$ cat config.mk
export PLATFORM = sky130hd
export DESIGN_NAME = piezo_sequencer
export DESIGN_NICKNAME = d
export VERILOG_FILES = /design/src/rtl/piezo_sequencer.sv
export SDC_FILE = /design/constraint.sdc
export NUM_CORES = 1
export LEC_CHECK = 0
export BUFFER_PORTS_ARGS = -buffer_cell sky130_fd_sc_hd__buf_4
export CORE_MARGIN = 2
export CORE_UTILIZATION = 35
export DETAILED_ROUTE_END_ITERATION = 10
export PLACE_DENSITY_LB_ADDON = 0.1
export SLEW_MARGIN = 10
export SYNTH_ARGS = -nofsm -noshare
export SYNTH_HDL_FRONTEND = slang
export SYNTH_SLANG_ARGS = --single-unit
$ cat constraint.sdc
create_clock -name clk -period 3.9 [get_ports clk]
set_input_delay 0.195 -clock clk [delete_from_list [all_inputs] [get_ports clk]]
set_output_delay 0.195 -clock clk [all_outputs]
set_load 0.03 [all_outputs]
$ cat src/rtl/piezo_sequencer.sv
// Melody/keyboard sequencer for a piezo tone generator: plays notes 0..SEQ_LEN-1 with gaps,
// or sounds the held key when idle. All outputs are registered.
module piezo_sequencer #(
  parameter int unsigned TICK_DIV = 1000,
  parameter int unsigned NOTE_MS  = 250,
  parameter int unsigned GAP_MS   = 50,
  parameter int unsigned SEQ_LEN  = 8
) (
  input  logic        clk,
  input  logic        rst,
  input  logic        start,
  input  logic        stop,
  input  logic        key_valid,
  input  logic [2:0]  key_note,
  output logic        tone_en,
  output logic [10:0] half_period,
  output logic [2:0]  note_idx,
  output logic        busy,
  output logic        done
);

  localparam int unsigned PresW  = (TICK_DIV > 1) ? $clog2(TICK_DIV) : 1;
  localparam int unsigned DurMax = (NOTE_MS > GAP_MS) ? NOTE_MS : GAP_MS;
  localparam int unsigned DurW   = (DurMax > 1) ? $clog2(DurMax) : 1;

  localparam logic [PresW-1:0] PresLast = PresW'(TICK_DIV - 1);
  localparam logic [DurW-1:0]  NoteLast = DurW'(NOTE_MS - 1);
  localparam logic [DurW-1:0]  GapLast  = DurW'(GAP_MS - 1);
  localparam logic [2:0]       IdxLast  = 3'(SEQ_LEN - 1);

  typedef enum logic [1:0] {StIdle, StNote, StGap, StKey} state_e;

  state_e           r_state, w_state_d;
  logic [PresW-1:0] r_pres, w_pres_d;
  logic [DurW-1:0]  r_dur, w_dur_d;
  logic             r_tone, w_tone_d;
  logic [10:0]      r_hp, w_hp_d;
  logic [2:0]       r_idx, w_idx_d;
  logic             r_busy;
  logic             r_done, w_done_d;
  logic             w_tick;

  function automatic logic [10:0] note_hp(input logic [2:0] code);
    logic [10:0] hp;
    case (code)
      3'd0:    hp = 11'd1915;
      3'd1:    hp = 11'd1700;
      3'd2:    hp = 11'd1519;
      3'd3:    hp = 11'd1432;
      3'd4:    hp = 11'd1275;
      3'd5:    hp = 11'd1136;
      3'd6:    hp = 11'd1014;
      default: hp = 11'd956;
    endcase
    return hp;
  endfunction

  assign w_tick = (r_pres == PresLast);

  always_comb begin
    w_state_d = r_state;
    w_pres_d  = '0;
    w_dur_d   = '0;
    w_tone_d  = r_tone;
    w_hp_d    = r_hp;
    w_idx_d   = r_idx;
    w_done_d  = 1'b0;

    unique case (r_state)
      StIdle: begin
        if (start) begin
          w_state_d = StNote;
          w_tone_d  = 1'b1;
          w_hp_d    = note_hp(3'd0);
          w_idx_d   = 3'd0;
        end else if (key_valid) begin
          w_state_d = StKey;
          w_tone_d  = 1'b1;
          w_hp_d    = note_hp(key_note);
        end
      end
      StNote: begin
        w_pres_d = w_tick ? '0 : r_pres + 1'b1;
        w_dur_d  = w_tick ? r_dur + 1'b1 : r_dur;
        if (stop) begin
          w_state_d = StIdle;
          w_tone_d  = 1'b0;
          w_hp_d    = '0;
          w_idx_d   = '0;
        end else if (w_tick && (r_dur == NoteLast)) begin
          w_state_d = StGap;
          w_tone_d  = 1'b0;
        end
      end
      StGap: begin
        w_pres_d = w_tick ? '0 : r_pres + 1'b1;
        w_dur_d  = w_tick ? r_dur + 1'b1 : r_dur;
        // stop takes precedence over a coinciding gap end, so no done pulse
        if (stop) begin
          w_state_d = StIdle;
          w_tone_d  = 1'b0;
          w_hp_d    = '0;
          w_idx_d   = '0;
        end else if (w_tick && (r_dur == GapLast)) begin
          if (r_idx == IdxLast) begin
            w_state_d = StIdle;
            w_tone_d  = 1'b0;
            w_hp_d    = '0;
            w_idx_d   = '0;
            w_done_d  = 1'b1;
          end else begin
            w_state_d = StNote;
            w_tone_d  = 1'b1;
            w_idx_d   = r_idx + 3'd1;
            w_hp_d    = note_hp(r_idx + 3'd1);
          end
        end
      end
      StKey: begin
        if (!key_valid) begin
          w_state_d = StIdle;
          w_tone_d  = 1'b0;
          w_hp_d    = '0;
          w_idx_d   = '0;
        end else begin
          w_hp_d = note_hp(key_note);
        end
      end
      default: w_state_d = StIdle;
    endcase

    // Both counters restart on every state entry
    if (w_state_d != r_state) begin
      w_pres_d = '0;
      w_dur_d  = '0;
    end
  end

  always_ff @(posedge clk) begin
    if (!rst) begin
      r_state <= StIdle;
      r_pres  <= '0;
      r_dur   <= '0;
      r_tone  <= 1'b0;
      r_hp    <= '0;
      r_idx   <= '0;
      r_busy  <= 1'b0;
      r_done  <= 1'b0;
    end else begin
      r_state <= w_state_d;
      r_pres  <= w_pres_d;
      r_dur   <= w_dur_d;
      r_tone  <= w_tone_d;
      r_hp    <= w_hp_d;
      r_idx   <= w_idx_d;
      r_busy  <= (w_state_d != StIdle);
      r_done  <= w_done_d;
    end
  end

  assign tone_en     = r_tone;
  assign half_period = r_hp;
  assign note_idx    = r_idx;
  assign busy        = r_busy;
  assign done        = r_done;

endmodule

## Yosys cells after proc, flatten, opt, wreduce, memory -nomap -nowiden

Index checks and enable logic that the tools add are counted.

| cells by class | value |
|---|---|
| $add $sub $neg | 3 |
| eq/ne operators | 26 |
| mux-type cells | 36 |
| bitwise logic cells | 4 |
| reductions and logical operators | 13 |

Operators with widths:

| kind | count |
|---|---|
| 11-bit case mux with 7 select lines | 2 |
| 11-bit two-way mux | 7 |
| 11-bit case mux with 4 select lines | 1 |
| 3-bit equality test (second input constant) | 7 |
| 3-bit two-way mux | 6 |
| 2-bit two-way mux | 7 |
| 3-bit by 2-bit equality test with 1-bit output (second input constant) | 4 |
| 3-bit case mux with 4 select lines | 1 |
| 10-bit by 1-bit adder with 10-bit output (second input constant) | 1 |
| 10-bit equality test (second input constant) | 1 |
| 1-bit two-way mux | 10 |
| 3-bit != test (second input constant) | 3 |
| 8-bit by 1-bit adder with 8-bit output (second input constant) | 1 |
| 8-bit by 6-bit equality test with 1-bit output (second input constant) | 1 |
| 8-bit equality test (second input constant) | 1 |
| 2-bit case mux with 4 select lines | 1 |
| 4-bit AND reduction | 2 |
| 4-bit OR reduction | 2 |
| 3-bit by 1-bit equality test with 1-bit output (second input constant) | 2 |
| 3-bit logical NOT | 2 |
| 2-bit != test (second input constant) | 3 |
| 2-bit equality test (second input constant) | 2 |
| 1-bit NOT | 4 |
| 1-bit case mux with 4 select lines | 1 |
| 9 further kinds | 10 |

| storage, ports and cells | value |
|---|---|
| register bits after elaboration | 37 |
| bits of input ports | 8 |
| output and inout bits | 17 |
| word-level logic and storage cells | 90 |

## Depth between registers and ports, before layout

| depth | value |
|---|---|
| word-level depth | 7 |
| depth in mapped cells | 11 |
| depth with buffers taken out | 8 |

## Least setup slack after synthesis

No wires, ideal clock.

| timing path | value |
|---|---|
| kind | flip-flop to flip-flop |
| from | register r_idx[0] (netlist: note_idx[0]) |
| to | register r_pres[0] |
| setup time | 0.075 ns |
| arrival time | 2.491 ns |
| data required time | 3.825 ns |
| setup slack | 1.334 ns |
| cell stages (with the launch flop) | 11 |
| path buffers | 2 |
| period minus slack after synthesis | 2.566 ns |
| cell sequence | dfxtp_1 ha_1 ha_1 or3b_1 nor2_1 a31oi_1 nor3b_2 a211o_1 buf_6 buf_8 nor3_4 |

| on the way | value |
|---|---|
| word-level cells in the longest chain between the ends | 7 |

RTL lines:

| element | RTL line | text |
|---|---|---|
| from (decl) | 38 | `logic [2:0] r_idx, w_idx_d;` |
| from (signal assigned) | 155 | `r_idx <= w_idx_d;` |
| 3-bit equality test | 105 | `if (r_idx == IdxLast) begin` |
| 1-bit two-way mux | 105 |  |
| 2-bit two-way mux | 104 | `end else if (w_tick && (r_dur == GapLast)) begin` |
| 2-bit two-way mux | 99 | `if (stop) begin` |
| 2-bit case mux with 4 select lines | 69 | `unique case (r_state)` |
| 2-bit != test | 133 | `if (w_state_d != r_state) begin` |
| 4-bit OR reduction (no source line) | - |  |
| to (signal assigned) | 151 | `r_pres <= w_pres_d;` |
| to (decl) | 34 | `logic [PresW-1:0] r_pres, w_pres_d;` |

Every way passes these cells.
A chain may end at the register's enable or synchronous reset.

## Final worst setup path

| timing path | value |
|---|---|
| from | register r_idx[0] (netlist: note_idx[0]) |
| to | register r_pres[3] |

The elaborated chain is that of the path after synthesis.

==> results.py <==
metrics = {
    "grt": {
        "grt_pass1_vias": 1969,
        "grt_use_total": 0.156,
        "grt_max_degree": 22,
        "grt_pass1_wl_mm": 9.21,
        "overflow": 0,
        "grt_antenna_before_repair": 0,
    },
    "die": {
        "die_area_um2": 7320,
        "start_util": 0.364,
        "die_x_um": 85.5,
        "die_y_um": 85.5,
        "fp.coreArea_um2": 6390,
        "rows": 29,
        "pin_count": 25,
    },
    "yosys": {
        "yosysMostFrequentCell": "dfxtp_1",
        "synth_area_um2": 2330,
        "syn_inst": 275,
        "yosysSeqAreaShare": 0.318,
        "yosys_register_bits": 37,
        "yosysWarnings": 0,
        "yosys-top-cells-count": "dfxtp_1 (37), nor2_1 (34), nand2_1 (24)",
        "syn-num-nets": 297,
        "yosysTopAreaCell": "dfxtp_1",
        "synth.distinct_cells": 50,
        "async_flop_share": 0,
        "syn_area_per_cell_um2": 8.46,
        "ys_top_cells_by_area": "dfxtp_1 (32%), ha_1 (7.5%), nor2_1 (5.5%), nand2_1 (3.9%), xor2_1 (3.8%)",
        "synth_edf_count": 0,
        "synth_top_area_frac": 0.318,
        "synth_ff_type": "dfxtp_1",
    },
    "timing": {
        "fmax_ghz": 0.350,
        "hold_viol": 0,
        "setup_ws_ps": 1040,
        "finalSetupViolations": 0,
        "hold-worst-slack_ps": 260,
        "slew_headroom": 0.548,
        "maxSlewViolCount": 0,
        "fin_tns_setup_ps": 0,
        "post-route-period-util": 0.733,
        "clock_skew_ps": 2.10,
        "rsz0062_at_grt": "false",
        "min_period_ps": 2860,
        "tightestPinTransition_ps": 679,
    },
    "worst_hold_path": {
        "hp-class": "primary input to flip-flop",
        "hold_depth": 2,
    },
    "power": {
        "p_per_area_nw_per_um2": 469,
        "p_leak_nw": 1.10,
        "peakVddDrop_uv": 193,
    },
    "route": {
        "via_per_inst": 5.28,
        "antenna_left": 0,
        "drtIter0Drc": 107,
        "post_drt_wl_per_cell_um": 14.5,
        "drt-total-wl_mm": 5.39,
        "first_pass_iters": 4,
        "vias": 1968,
        "drc": 0,
    },
    "critical_path": {
        "rr_endpoint": "r_pres[3]",
        "reg2reg_from": "note_idx[0]",
        "arrival_ps": 3010,
        "cp-endpoint": "r_pres[3]",
        "critPathCaptureType": "flip-flop",
        "cp_max_fo": 18,
        "cp.required_ps": 4050,
        "crit_type": "flip-flop to flip-flop",
        "rr_worst_depth": 8,
        "start_kind": "flip-flop",
        "critPathLaunch": "note_idx[0]",
        "r2r_setup_slack_ps": 1040,
    },
    "cells_and_area": {
        "final_layout_size_suffix_gt1_frac": 0.155,
        "fin_util": 0.416,
        "area_growth_pct": 14.1,
        "nets": 317,
        "n_fill_cell": 654,
        "design_area_um2": 2660,
        "antenna_cells": 0,
    },
    "clocking": {
        "clkTransAtPathRegs_ps": 80,
        "ctsResizeCount": 0,
        "cts.sinks": 37,
        "clk_latency_ps": 290,
        "cts_tree": "yes",
        "cts_buffers": 5,
        "postCtsSetupRepairBufs": 0,
        "cts_hold_buffers": 0,
        "clk_path_buf_depth": 2,
        "cts.root.buffer_cell": "clkbuf_8",
        "cts_max_level": 2,
    },
    "place": {
        "finalWeightedCongestion": 0.787,
        "io_buffers": 24,
        "dpl_cell_area_um2": 2540,
        "hpwl_mm": 3.99,
        "dp_slack_ps": 1010,
    },
    "run": {
        "cap_violations": 0,
    },
    "run_status": {
        "status": "finished clean",
    },
}
-- critical path: stages, from the launching register on --
cell and delay (ps):
dfxtp_1 380, ha_1 290, ha_1 270, or3b_1 500, nor2_1 120, a31oi_1 120, o311ai_0 310, a211o_1 600
nor3_1 130
-- worst min path at each step --
stage | from | endpoint | slack [ps]
2_1_floorplan | stop | done | 390
3_3_place_gp | half_period[5] | half_period[5] | 460
3_5_place_dp | half_period[5] | half_period[5] | 470
4_1_cts | rst | half_period[9] | 260
5_1_grt | rst | half_period[2] | 260
6_report | rst | half_period[9] | 260
-- power breakdown --
group | switching [W] | total (W) | internal, W
logic | 0.000272 | 0.000446 | 0.000174
clock network | 0.000149 | 0.000341 | 0.000192
registers | 0.0000330 | 0.000460 | 0.000427
total | 0.000454 | 0.00125 | 0.000793
-- registers in the layout, summed over array words and instances, names as in the netlist --
register     flops
r_dur            8
tone_en          1
note_idx         3
half_period     11
r_pres          10
done             1
r_state          2
busy             1
-- per-layer routing --
metal	share of wire	vias to the layer above	wire [um]	track usage
met4	0.011	0	60	0.0505
met1	0.47	916	2540	0.192
li1	-	1015	-	-
met5	0	-	0	0
met2	0.49	28	2620	0.271
met3	0.030	9	162	0.0356
-- cell usage in the layout (no fill, tap or decap), types with 5 or more instances in the layout --
| cell | synthesis | final |
|---|---|---|
| nand3_1 | 7 | 7 |
| xor2_1 | 10 | 10 |
| o311ai_0 | 6 | 6 |
| nor3_1 | 13 | 13 |
| ha_1 | 14 | 14 |
| clkbuf_8 | 0 | 5 |
| o21ai_0 | 12 | 12 |
| nand2_1 | 24 | 24 |
| a21oi_1 | 11 | 11 |
| nor2_1 | 34 | 34 |
| dfxtp_1 | 37 | 37 |
| xnor2_1 | 9 | 9 |
| o211a_1 | 7 | 7 |
| inv_1 | 9 | 9 |
| mux2i_1 | 5 | 5 |
| buf_4 | 1 | 25 |
| nor2b_1 | 11 | 11 |
-- layout make-up --
cell class	instances	area, um^2	share of cell area
Clock inverter	2	38.8	0.0146
Tap cell	77	96.3	0.0363
Clock buffer	6	72.6	0.0273
Timing Repair Buffer	25	188	0.0707
Sequential cell	37	741	0.279
Multi-Input combinational cell	217	1490	0.559
Inverter	9	33.8	0.0127
-- through the flow --
step | std cells | power [W]
floorplan | 275 | 0.000800
global placement | 365 | 0.000918
detailed placement | 365 | 0.000918
CTS | 373 | 0.00126
global route | 373 | 0.00133
finish | 373 | 0.00125
-- logic make-up (layout without fill, tap and decap cells) --
family / after synthesis / count (layout) / share of synthesized area
AND/OR/NAND/NOR: 119 / 119 / 0.287
multiplexers: 5 / 5 / 0.0215
adder cells (fa/ha/maj): 14 / 14 / 0.0753
XOR/XNOR: 19 / 19 / 0.0715
AO/OA/AOI/OAI: 60 / 60 / 0.183
flip-flops: 37 / 37 / 0.318
buffers and inverters: 21 / 42 / 0.0435
Power figures use the tool's default switching activity.
